==> config.mk <==
export PLATFORM = sky130hd
export DESIGN_NAME = seg7_result_display_flat
export DESIGN_NICKNAME = d
export VERILOG_FILES = /design/src/rtl/seg7_result_display_if.sv /design/src/rtl/seg7_result_display.sv /design/src/flat_wrapper.sv
export SDC_FILE = /design/constraint.sdc
export NUM_CORES = 1
export LEC_CHECK = 0
export CORE_MARGIN = 2
export CORE_UTILIZATION = 40
export DETAILED_ROUTE_END_ITERATION = 10
export PLACE_DENSITY = 0.65
export SLEW_MARGIN = 5
export SYNTH_ARGS = -nofsm -noshare
export SYNTH_HDL_FRONTEND = slang
export SYNTH_SLANG_ARGS = --single-unit
export TNS_END_PERCENT = 100
==> constraint.sdc <==
create_clock -name clock -period 2.9 [get_ports clock]
set_input_delay 0.29 -clock clock [delete_from_list [all_inputs] [get_ports clock]]
set_output_delay 0.29 -clock clock [all_outputs]
set_load 0.005 [all_outputs]
==> src/rtl/seg7_result_display_if.sv <==
// Source-side bus between the calculator control FSM and the display block.
//   ValueIn     : unsigned value to show (0-255)
//   DisplayCode : mode code selecting the label / blanking
//   Overflow    : ALU overflow flag, shown only in mode 3'b011
//   Busy        : display block is converting a new tuple
// master = control FSM side, slave = display side.
interface seg7_result_display_if;
  logic [7:0] ValueIn;
  logic [2:0] DisplayCode;
  logic       Overflow;
  logic       Busy;

  modport master (output ValueIn, output DisplayCode, output Overflow, input Busy);
  modport slave  (input ValueIn, input DisplayCode, input Overflow, output Busy);
endinterface

==> src/rtl/seg7_result_display.sv <==
// Converts an 8-bit value to three BCD digits with a sequential
// shift-add-3 engine and time-multiplexes a 4-digit common-anode panel.
//   clock        : system clock, rising edge
//   reset        : synchronous, active-high
//   src          : slave side of seg7_result_display_if (value/code/ovf in, Busy out)
//   Segments     : active-low segments, bit0 = a .. bit6 = g
//   DecimalPoint : active-low decimal point
//   DigitSel     : active-low one-hot digit enable, bit3 = leftmost
module seg7_result_display #(
  parameter int unsigned REFRESH_DIV = 50000
) (
  input  logic                  clock,
  input  logic                  reset,
  seg7_result_display_if.slave  src,
  output logic [6:0]            Segments,
  output logic                  DecimalPoint,
  output logic [3:0]            DigitSel
);

  localparam int unsigned CW = $clog2(REFRESH_DIV);

  typedef enum logic [1:0] {IDLE, CONVERT, DONE} state_t;

  typedef enum logic [3:0] {
    S_0, S_1, S_2, S_3, S_4, S_5, S_6, S_7, S_8, S_9,
    S_A, S_B, S_R, S_DASH, S_BLANK
  } sym_t;

  state_t      state, state_next;
  logic        accept, step, commit;

  logic        pending;
  logic [7:0]  src_val;
  logic [2:0]  src_code;
  logic        src_ovf;
  logic [19:0] shifter, shifter_adj;
  logic [2:0]  step_cnt;

  logic [3:0]  disp_h, disp_t, disp_u;
  logic [2:0]  disp_code;
  logic        disp_ovf;

  logic [CW-1:0] refresh_cnt;
  logic [1:0]    idx, idx_next;
  logic          wrap;
  sym_t          sym;
  logic          dp_on;

  function automatic logic [3:0] add3(input logic [3:0] n);
    return (n >= 4'd5) ? n + 4'd3 : n;
  endfunction

  function automatic logic [6:0] glyph(input sym_t s);
    case (s)
      S_0:     return 7'b1000000;
      S_1:     return 7'b1111001;
      S_2:     return 7'b0100100;
      S_3:     return 7'b0110000;
      S_4:     return 7'b0011001;
      S_5:     return 7'b0010010;
      S_6:     return 7'b0000010;
      S_7:     return 7'b1111000;
      S_8:     return 7'b0000000;
      S_9:     return 7'b0010000;
      S_A:     return 7'b0001000;
      S_B:     return 7'b0000011;
      S_R:     return 7'b0101111;
      S_DASH:  return 7'b0111111;
      default: return 7'b1111111;
    endcase
  endfunction

  // ---------------- conversion FSM ----------------
  always_ff @(posedge clock) begin
    if (reset) state <= IDLE;
    else       state <= state_next;
  end

  always_comb begin
    state_next = state;
    accept     = 1'b0;
    step       = 1'b0;
    commit     = 1'b0;
    case (state)
      IDLE: begin
        if (pending ||
            {src.ValueIn, src.DisplayCode, src.Overflow} != {src_val, src_code, src_ovf}) begin
          accept     = 1'b1;
          state_next = CONVERT;
        end
      end
      CONVERT: begin
        step = 1'b1;
        if (step_cnt == 3'd7) state_next = DONE;
      end
      DONE: begin
        commit     = 1'b1;
        state_next = IDLE;
      end
      default: state_next = IDLE;
    endcase
  end

  assign src.Busy = (state != IDLE);

  // Correct every BCD nibble before the shift so the carry lands in decimal.
  always_comb begin
    shifter_adj = {add3(shifter[19:16]), add3(shifter[15:12]), add3(shifter[11:8]), shifter[7:0]};
  end

  always_ff @(posedge clock) begin
    if (reset) begin
      pending   <= 1'b1;
      src_val   <= '0;
      src_code  <= '0;
      src_ovf   <= 1'b0;
      shifter   <= '0;
      step_cnt  <= '0;
      disp_h    <= '0;
      disp_t    <= '0;
      disp_u    <= '0;
      disp_code <= '0;
      disp_ovf  <= 1'b0;
    end else begin
      if (accept) begin
        src_val  <= src.ValueIn;
        src_code <= src.DisplayCode;
        src_ovf  <= src.Overflow;
        shifter  <= {12'b0, src.ValueIn};
        pending  <= 1'b0;
        step_cnt <= '0;
      end
      if (step) begin
        shifter  <= {shifter_adj[18:0], 1'b0};
        step_cnt <= step_cnt + 3'd1;
      end
      if (commit) begin
        disp_h    <= shifter[19:16];
        disp_t    <= shifter[15:12];
        disp_u    <= shifter[11:8];
        disp_code <= src_code;
        disp_ovf  <= src_ovf;
      end
    end
  end

  // ---------------- scanning ----------------
  assign wrap     = (refresh_cnt == CW'(REFRESH_DIV - 1));
  assign idx_next = wrap ? idx + 2'd1 : idx;

  // Content is decoded for the digit selected after this edge so that
  // DigitSel, Segments and DecimalPoint all switch together.
  always_comb begin
    sym   = S_BLANK;
    dp_on = 1'b0;
    case (disp_code)
      3'b100: sym = S_DASH;
      3'b001, 3'b010, 3'b011, 3'b101: begin
        case (idx_next)
          2'd3: begin
            if (disp_code == 3'b010)      sym = S_B;
            else if (disp_code == 3'b011) sym = S_R;
            else                          sym = S_A;
          end
          2'd2:    sym = (disp_h == 4'd0) ? S_BLANK : sym_t'(disp_h);
          2'd1:    sym = (disp_h == 4'd0 && disp_t == 4'd0) ? S_BLANK : sym_t'(disp_t);
          default: sym = sym_t'(disp_u);
        endcase
        dp_on = (disp_code == 3'b011 && disp_ovf && idx_next == 2'd0) ||
                (disp_code == 3'b101 && idx_next == 2'd3);
      end
      default: sym = S_BLANK;
    endcase
  end

  always_ff @(posedge clock) begin
    if (reset) begin
      refresh_cnt  <= '0;
      idx          <= '0;
      DigitSel     <= 4'b1110;
      Segments     <= 7'b1111111;
      DecimalPoint <= 1'b1;
    end else begin
      refresh_cnt  <= wrap ? '0 : refresh_cnt + CW'(1);
      idx          <= idx_next;
      DigitSel     <= ~(4'b0001 << idx_next);
      Segments     <= glyph(sym);
      DecimalPoint <= ~dp_on;
    end
  end

endmodule

==> src/flat_wrapper.sv <==
// flat-port wrapper written by rule: the top's interface ports become plain ports
module seg7_result_display_flat 
#(
  parameter int unsigned REFRESH_DIV = 50000
)
  (clock, reset, Segments, DecimalPoint, DigitSel, src_ValueIn, src_DisplayCode, src_Overflow, src_Busy);
  seg7_result_display_if src_i ();
  input  logic clock;
  input  logic reset;
  output logic [6:0] Segments;
  output logic DecimalPoint;
  output logic [3:0] DigitSel;
  input wire logic [$bits(src_i.ValueIn)-1:0] src_ValueIn;
  input wire logic [$bits(src_i.DisplayCode)-1:0] src_DisplayCode;
  input wire logic [$bits(src_i.Overflow)-1:0] src_Overflow;
  output wire logic [$bits(src_i.Busy)-1:0] src_Busy;
  assign src_i.ValueIn = src_ValueIn;
  assign src_i.DisplayCode = src_DisplayCode;
  assign src_i.Overflow = src_Overflow;
  assign src_Busy = src_i.Busy;
  seg7_result_display #(.REFRESH_DIV(REFRESH_DIV)) u_core (.clock(clock), .reset(reset), .src(src_i), .Segments(Segments), .DecimalPoint(DecimalPoint), .DigitSel(DigitSel));
endmodule
* Yosys cells after proc, flatten, opt, wreduce, memory -nomap -nowiden
Memories as Yosys holds them, arrays and structs flattened. A register that Yosys moved wholly into a read port is not among the register bits. Cells that the tools add are included.
Storage, ports and cells: bits in latches 0, register bits after elaboration 77, memories 1, memory bits (writable) 0, memory bits (read-only) 112, input bits 14, word-level logic and storage cells 83, output and inout port bits 13
Memory list:
- (no name shown) | depth 16, width 7, rd ports 1, clocked after Yosys merged registers in 1, write ports 0, RTL line seg7_result_display.sv:54 | case (s)
Cells by class: $add $sub $neg 6, order comparisons 3, divide/modulo/power cells 0, multipliers 0, reduce and logical (&&, ||, !) cells 16, bitwise operators 2, muxes and demuxes 22, shift-type cells 1, equality and inequality tests 15
Operators with widths (count):
- 2-to-1 mux 20 bit | 2
- 2-to-1 mux 4 bit | 5
- adder 16 x 1 -> 16 bit, second input constant | 1
- == test 16 bit, second input constant | 1
- >= comparator 4 x 3 -> 1 bit, second input constant | 3
- 2-to-1 mux 3 bit | 4
- inequality test 12 bit | 1
- one-hot mux 4 bit (3 select lines) | 1
- == test 3 bit, second input constant | 3
- adder 4 x 2 -> 4 bit, second input constant | 2
- zero test 4 bit | 2
- one-hot mux 4 bit (2 select lines) | 1
- == test 2 bit, second input constant | 3
- == test 3 x 2 -> 1 bit, second input constant | 2
- 2-to-1 mux 2 bit | 3
- 2-to-1 mux 1 bit | 5
- == test 2 x 1 -> 1 bit, second input constant | 2
- logical AND 1 bit | 4
- zero test 2 bit | 2
- inequality test 2 x 1 -> 1 bit, second input constant | 2
- inverter 4 bit | 1
- one-hot mux 2 bit (2 select lines) | 1
- nonzero test 2 bit | 2
- OR reduction 2 bit | 2
- other kinds (9) | 10

* Longest topological paths before layout
depth after elaboration 7, gate-level depth with buffers 13, gate-level depth less buffers 11

* Worst setup path after synthesis
Ideal clock, no wire load.
path type flip-flop to flip-flop, start register u_core.refresh_cnt[0], end register u_core.Segments[3], path slack 0.210 ns, clock period less this slack 2.690 ns, cell stages (with the launch flop) 13, buffers on the path 1, data required time 2.778 ns, arrival 2.569 ns, setup time 0.122 ns, path through dfxtp_1 -> ha_1 -> and3_1 -> buf_2 -> nand4_4 -> nor4b_2 -> nor4_1 -> o211ai_2 -> inv_1 -> ha_1 -> or3_1 -> a21oi_1 -> o21ai_1
Between the ends: word-level cells in the longest chain between the ends 5, elaborated cells on any way between the ends 7, those cells by class eq/ne: 4; mux: 3
Ends and longest elaborated chain:
- start: declaration | RTL line seg7_result_display.sv:43 | logic [CW-1:0] refresh_cnt;
- start signal: assignment | RTL line seg7_result_display.sv:184 | refresh_cnt <= wrap ? '0 : refresh_cnt + CW'(1);
- == test 16 bit (*) | RTL line seg7_result_display.sv:148 | assign wrap = (refresh_cnt == CW'(REFRESH_DIV - 1));
- 2-to-1 mux 2 bit (*) | RTL line seg7_result_display.sv:149 | assign idx_next = wrap ? idx + 2'd1 : idx;
- == test 2 x 1 -> 1 bit or == test 2 bit (tied branches) | RTL line seg7_result_display.sv:159 | case (idx_next)
- one-hot mux 4 bit (3 select lines) (*) | RTL line seg7_result_display.sv:159
- one-hot mux 4 bit (2 select lines) (*) | RTL line seg7_result_display.sv:156 | case (disp_code)
- end: declaration | RTL line seg7_result_display.sv:15 | output logic [6:0] Segments,
Every way passes the cells marked *; elsewhere a longest branch is shown, timed or not. A chain may end at the register's enable or synchronous reset.

* Worst setup path in the final report
start register u_core.refresh_cnt[11], end register u_core.Segments[3]
The elaborated chain is that of the path after synthesis.

==> results by group <==
Outcome
  – Status: finished, final reports clean

Floorplanning
  – IO Pins: 27
  – DIE HEIGHT: 105 um
  – Die width: 105 um
  – Initial core utilization: around 42%
  – FP Rows: 36
  – Core area: 9820 um^2
  – Die area: 11,000 um^2

Hold path
  – Worst hold stages: 2
  – Tightest Hold Check Type: input port to register
  – Critical hold path startpoint: reset

Finish
  – Final net count: around 540
  – Non-Filler Instances: 653
  – Antenna cells: 0
  – Area delta synth->final: 15.7%
  – Fraction of layout cells with a size suffix above 1: under 10%

STA
  – Setup TNS: 0 ns
  – RSZ-0062 raised after global routing: false
  – Final Skew: roughly 0.0099 ns
  – Fmax: about 370 MHz
  – Max Slew Vio Count: 0
  – Final min period: 2.71 ns
  – Final Hold Viols: 0
  – Slew HR: 34.7%
  – Slew @ Worst Pin: 0.978 ns
  – Final setup fails: 0
  – Period Utilization, post-route: between 90% and 100%

Worst setup path
  – CP Capture Type: register
  – CP required: 3.15 ns
  – Worst path cell trace: nor4b_4 -> nand4_4 -> and4b_1 -> nor4_1 -> o211ai_2 -> buf_4 -> ha_1 -> a21o_1 -> a21oi_1 -> o21ai_1
  – Crit. Startpoint: u_core.refresh_cnt[11]
  – Crit-path slowest cell: dfxtp_1
  – Worst r2r src: u_core.refresh_cnt[11]
  – Data arrival time of the critical path: 2.97 ns
  – CP Max Fanout: 8
  – CP startpoint kind: register
  – FF-to-FF path depth: 10
  – WS Path Type: register to register
  – Max incr delay on CP: 0.37 ns

Drt
  – DRC errors left: 0
  – 1st-iter DRT viols: 143
  – Avg Vias per Cell: around 5.2
  – Routed vias: 3,415
  – Routed Antenna Nets: 0
  – Final wirelength: 8480 um
  – Wire length per cell: 13.0 um
  – Drt first pass iters: 4

Placed design
  – DP HPWL: 6030 um
  – Dpl cells: 635
  – PortBufs: 26
  – GPL Wtd Cong: 0.853

Synth
  – Compound-gate portion of the synthesized area: 16.9%
  – Syn avg cell area: 8.34 um^2
  – Post-synthesis async set-or-reset flop share: 0%
  – Yosys reg bits: 84
  – Number of enable flip-flop cells after synthesis: 0
  – Synth Area in Adders: 4.30%
  – Yosys cell types: 57
  – XOR/XNOR Fraction of Synth Area: 7.31%
  – Combinational family with the most area after synthesis: simple AND/OR/NAND/NOR gates
  – Cells after synthesis: ~500
  – Net count of the mapped netlist: ~520
  – Simple-gate share of the synthesized area: 24.6%
  – Synthesized area: 4080 um^2
  – Sequential share of the synthesized area: 41.3%
  – Proportion of synthesized area in mux cells: ~1.2%
  – Number of synthesis warnings: 0
  – Main synth FF type: dfxtp_1

GRT
  – First-pass GRT wire length: 14,600 um
  – Gr usage total: 16.4%
  – Vias in the first global route: 3,199
  – Congestion Overflow GR: 0
  – Initial antenna violation count: 0
  – Largest net degree at the start of global routing: 33

Power
  – Pwr Density: about 460 nW/um^2
  – Maximum vdd drop: 280 uV
  – Leak: about 1.8 nW
  – Total power: ~2.2 mW

Job
  – MaxCap Viol Count: 0

Clock network
  – CTS tree: yes
  – Clk root buf: clkbuf_8
  – Later-pin clock latency in the skew report: 0.36 ns
  – Clock tree buffer depth: 2
  – Clock buffer count from CTS: 9
  – H-tree depth: 3
  – Worst-path clk slew: approximately 0.090 ns
  – Hold bufs inserted after CTS: 0
  – Total clock sinks: 84
==> stage by stage <==
stage	hold slack, ns	utilization, %	setup slack, ns	area [um^2]
finish	0.426	48.0	0.186	4720
global route	0.440	48.0	0.00287	4720
CTS	0.413	47.6	0.112	4670
detailed placement	0.445	45.6	0.124	4480
global placement	0.422	45.6	0.183	4480
floorplan	0.413	-	0.210	4080
==> cells by family (layout without fill, tap and decap cells) <==
logic type,after synthesis,count (layout)
AOI/OAI and AO/OA,111,111
adders and majority gates,14,14
buffers and inverters,45,76
xor gates and xnor gates,31,31
and+or+nand+nor,199,199
DFF,84,84
muxes,5,5
==> sequential cells by signal, summed over array words and instances, names as in the netlist <==
signal               count
u_core.shifter          20
u_core.refresh_cnt      16
u_core.src_val           8
u_core.Segments          7
u_core.DigitSel          4
u_core.disp_h            4
u_core.disp_t            4
u_core.disp_u            4
u_core.disp_code         3
u_core.src_code          3
u_core.step_cnt          3
u_core.idx               2
u_core.state             2
u_core.DecimalPoint      1
u_core.disp_ovf          1
u_core.pending           1
u_core.src_ovf           1
==> cell type report <==
class                   count  area (um^2)
flip-flops and latches     84         1680
repair buffers             40          360
clock buffers              11          131
well taps                 133          166
fillers                   986         5100
multi-input cells         360         2240
clock inverters             5         61.3
inverters                  20         75.1
==> synth_stat cells (4+ instances only) <==
| library cell | instances | area [um^2] |
|---|---|---|
| o21ai_1 | 7 | 35.0 |
| nor3_1 | 9 | 45.0 |
| nand3_1 | 19 | 95.1 |
| or3_1 | 5 | 31.3 |
| and3_1 | 8 | 50.1 |
| nand4_1 | 4 | 25.0 |
| a21o_1 | 5 | 37.5 |
| nor4_1 | 4 | 25.0 |
| a31oi_1 | 5 | 31.3 |
| a221oi_1 | 4 | 35.0 |
| ha_1 | 14 | 175 |
| xor2_1 | 12 | 105 |
| xnor2_1 | 17 | 149 |
| a21oi_1 | 59 | 295 |
| nand2b_1 | 7 | 43.8 |
| o21ai_0 | 13 | 65.1 |
| clkbuf_1 | 21 | 78.8 |
| nor2_1 | 40 | 150 |
| nor2b_1 | 5 | 31.3 |
| inv_1 | 19 | 71.3 |
| mux2i_1 | 5 | 50.1 |
| dfxtp_1 | 84 | 1680 |
| nand2_1 | 79 | 297 |
==> layer usage <==
layer / track usage (%) / wire (um)
met5: 0 / 0
met2: 27.1 / 4010
met1: 19.8 / 3990
met4: 6.95 / 169
met3: 4.87 / 307
==> power breakdown <==
| part | total [mW] | switching (mW) | internal (mW) |
|---|---|---|---|
| clock | 0.831 | 0.429 | 0.402 |
| combinational | 0.153 | 0.0887 | 0.0644 |
| sequential | 1.20 | 0.0197 | 1.18 |
==> placed cells by master (no fill, tap or decap), types with 4 or more instances in the layout <==
master	synthesis	final
o21ai_0	13	13
nor3_1	9	9
mux2i_1	5	5
xnor2_1	17	17
a21oi_1	59	59
a221oi_1	4	4
clkdlybuf4s50_1	0	25
and3_1	8	7
nand2b_1	7	7
xor2_1	12	12
o21ai_1	7	7
or3_1	5	5
ha_1	14	14
inv_1	19	19
nor2_1	40	40
a31oi_1	5	5
nor2b_1	5	5
buf_4	1	14
dfxtp_1	84	83
nand3_1	19	19
clkbuf_8	0	9
a21o_1	5	5
nand4_1	4	4
nand2_1	79	79
==> final timing paths <==
kind	to	slack [ns]
worst max-delay path	u_core.Segments[3]	0.19
worst min-delay path	u_core.refresh_cnt[2]	0.43
worst max register to register	u_core.Segments[3]	0.19
worst min register to register	u_core.refresh_cnt[0]	0.46
==> what timing repair did <==
action | 4_1_cts | 5_1_grt
setup endpoints to repair | 0 | 4
hold endpoints to repair | 0 | 0
setup buffers | 0 | 2
resized for setup | 0 | 7
==> critical path, delay by kind of cell (launching register included) <==
kind / cells / cell delay [ns]
buffers and inverters: 1 / 0.18
AOI/OAI and AO/OA: 4 / 0.54
adders and majority gates: 1 / 0.28
and+or+nand+nor: 4 / 1.24
DFF: 1 / 0.37
No activity file was read; power rests on OpenSTA's default activity.
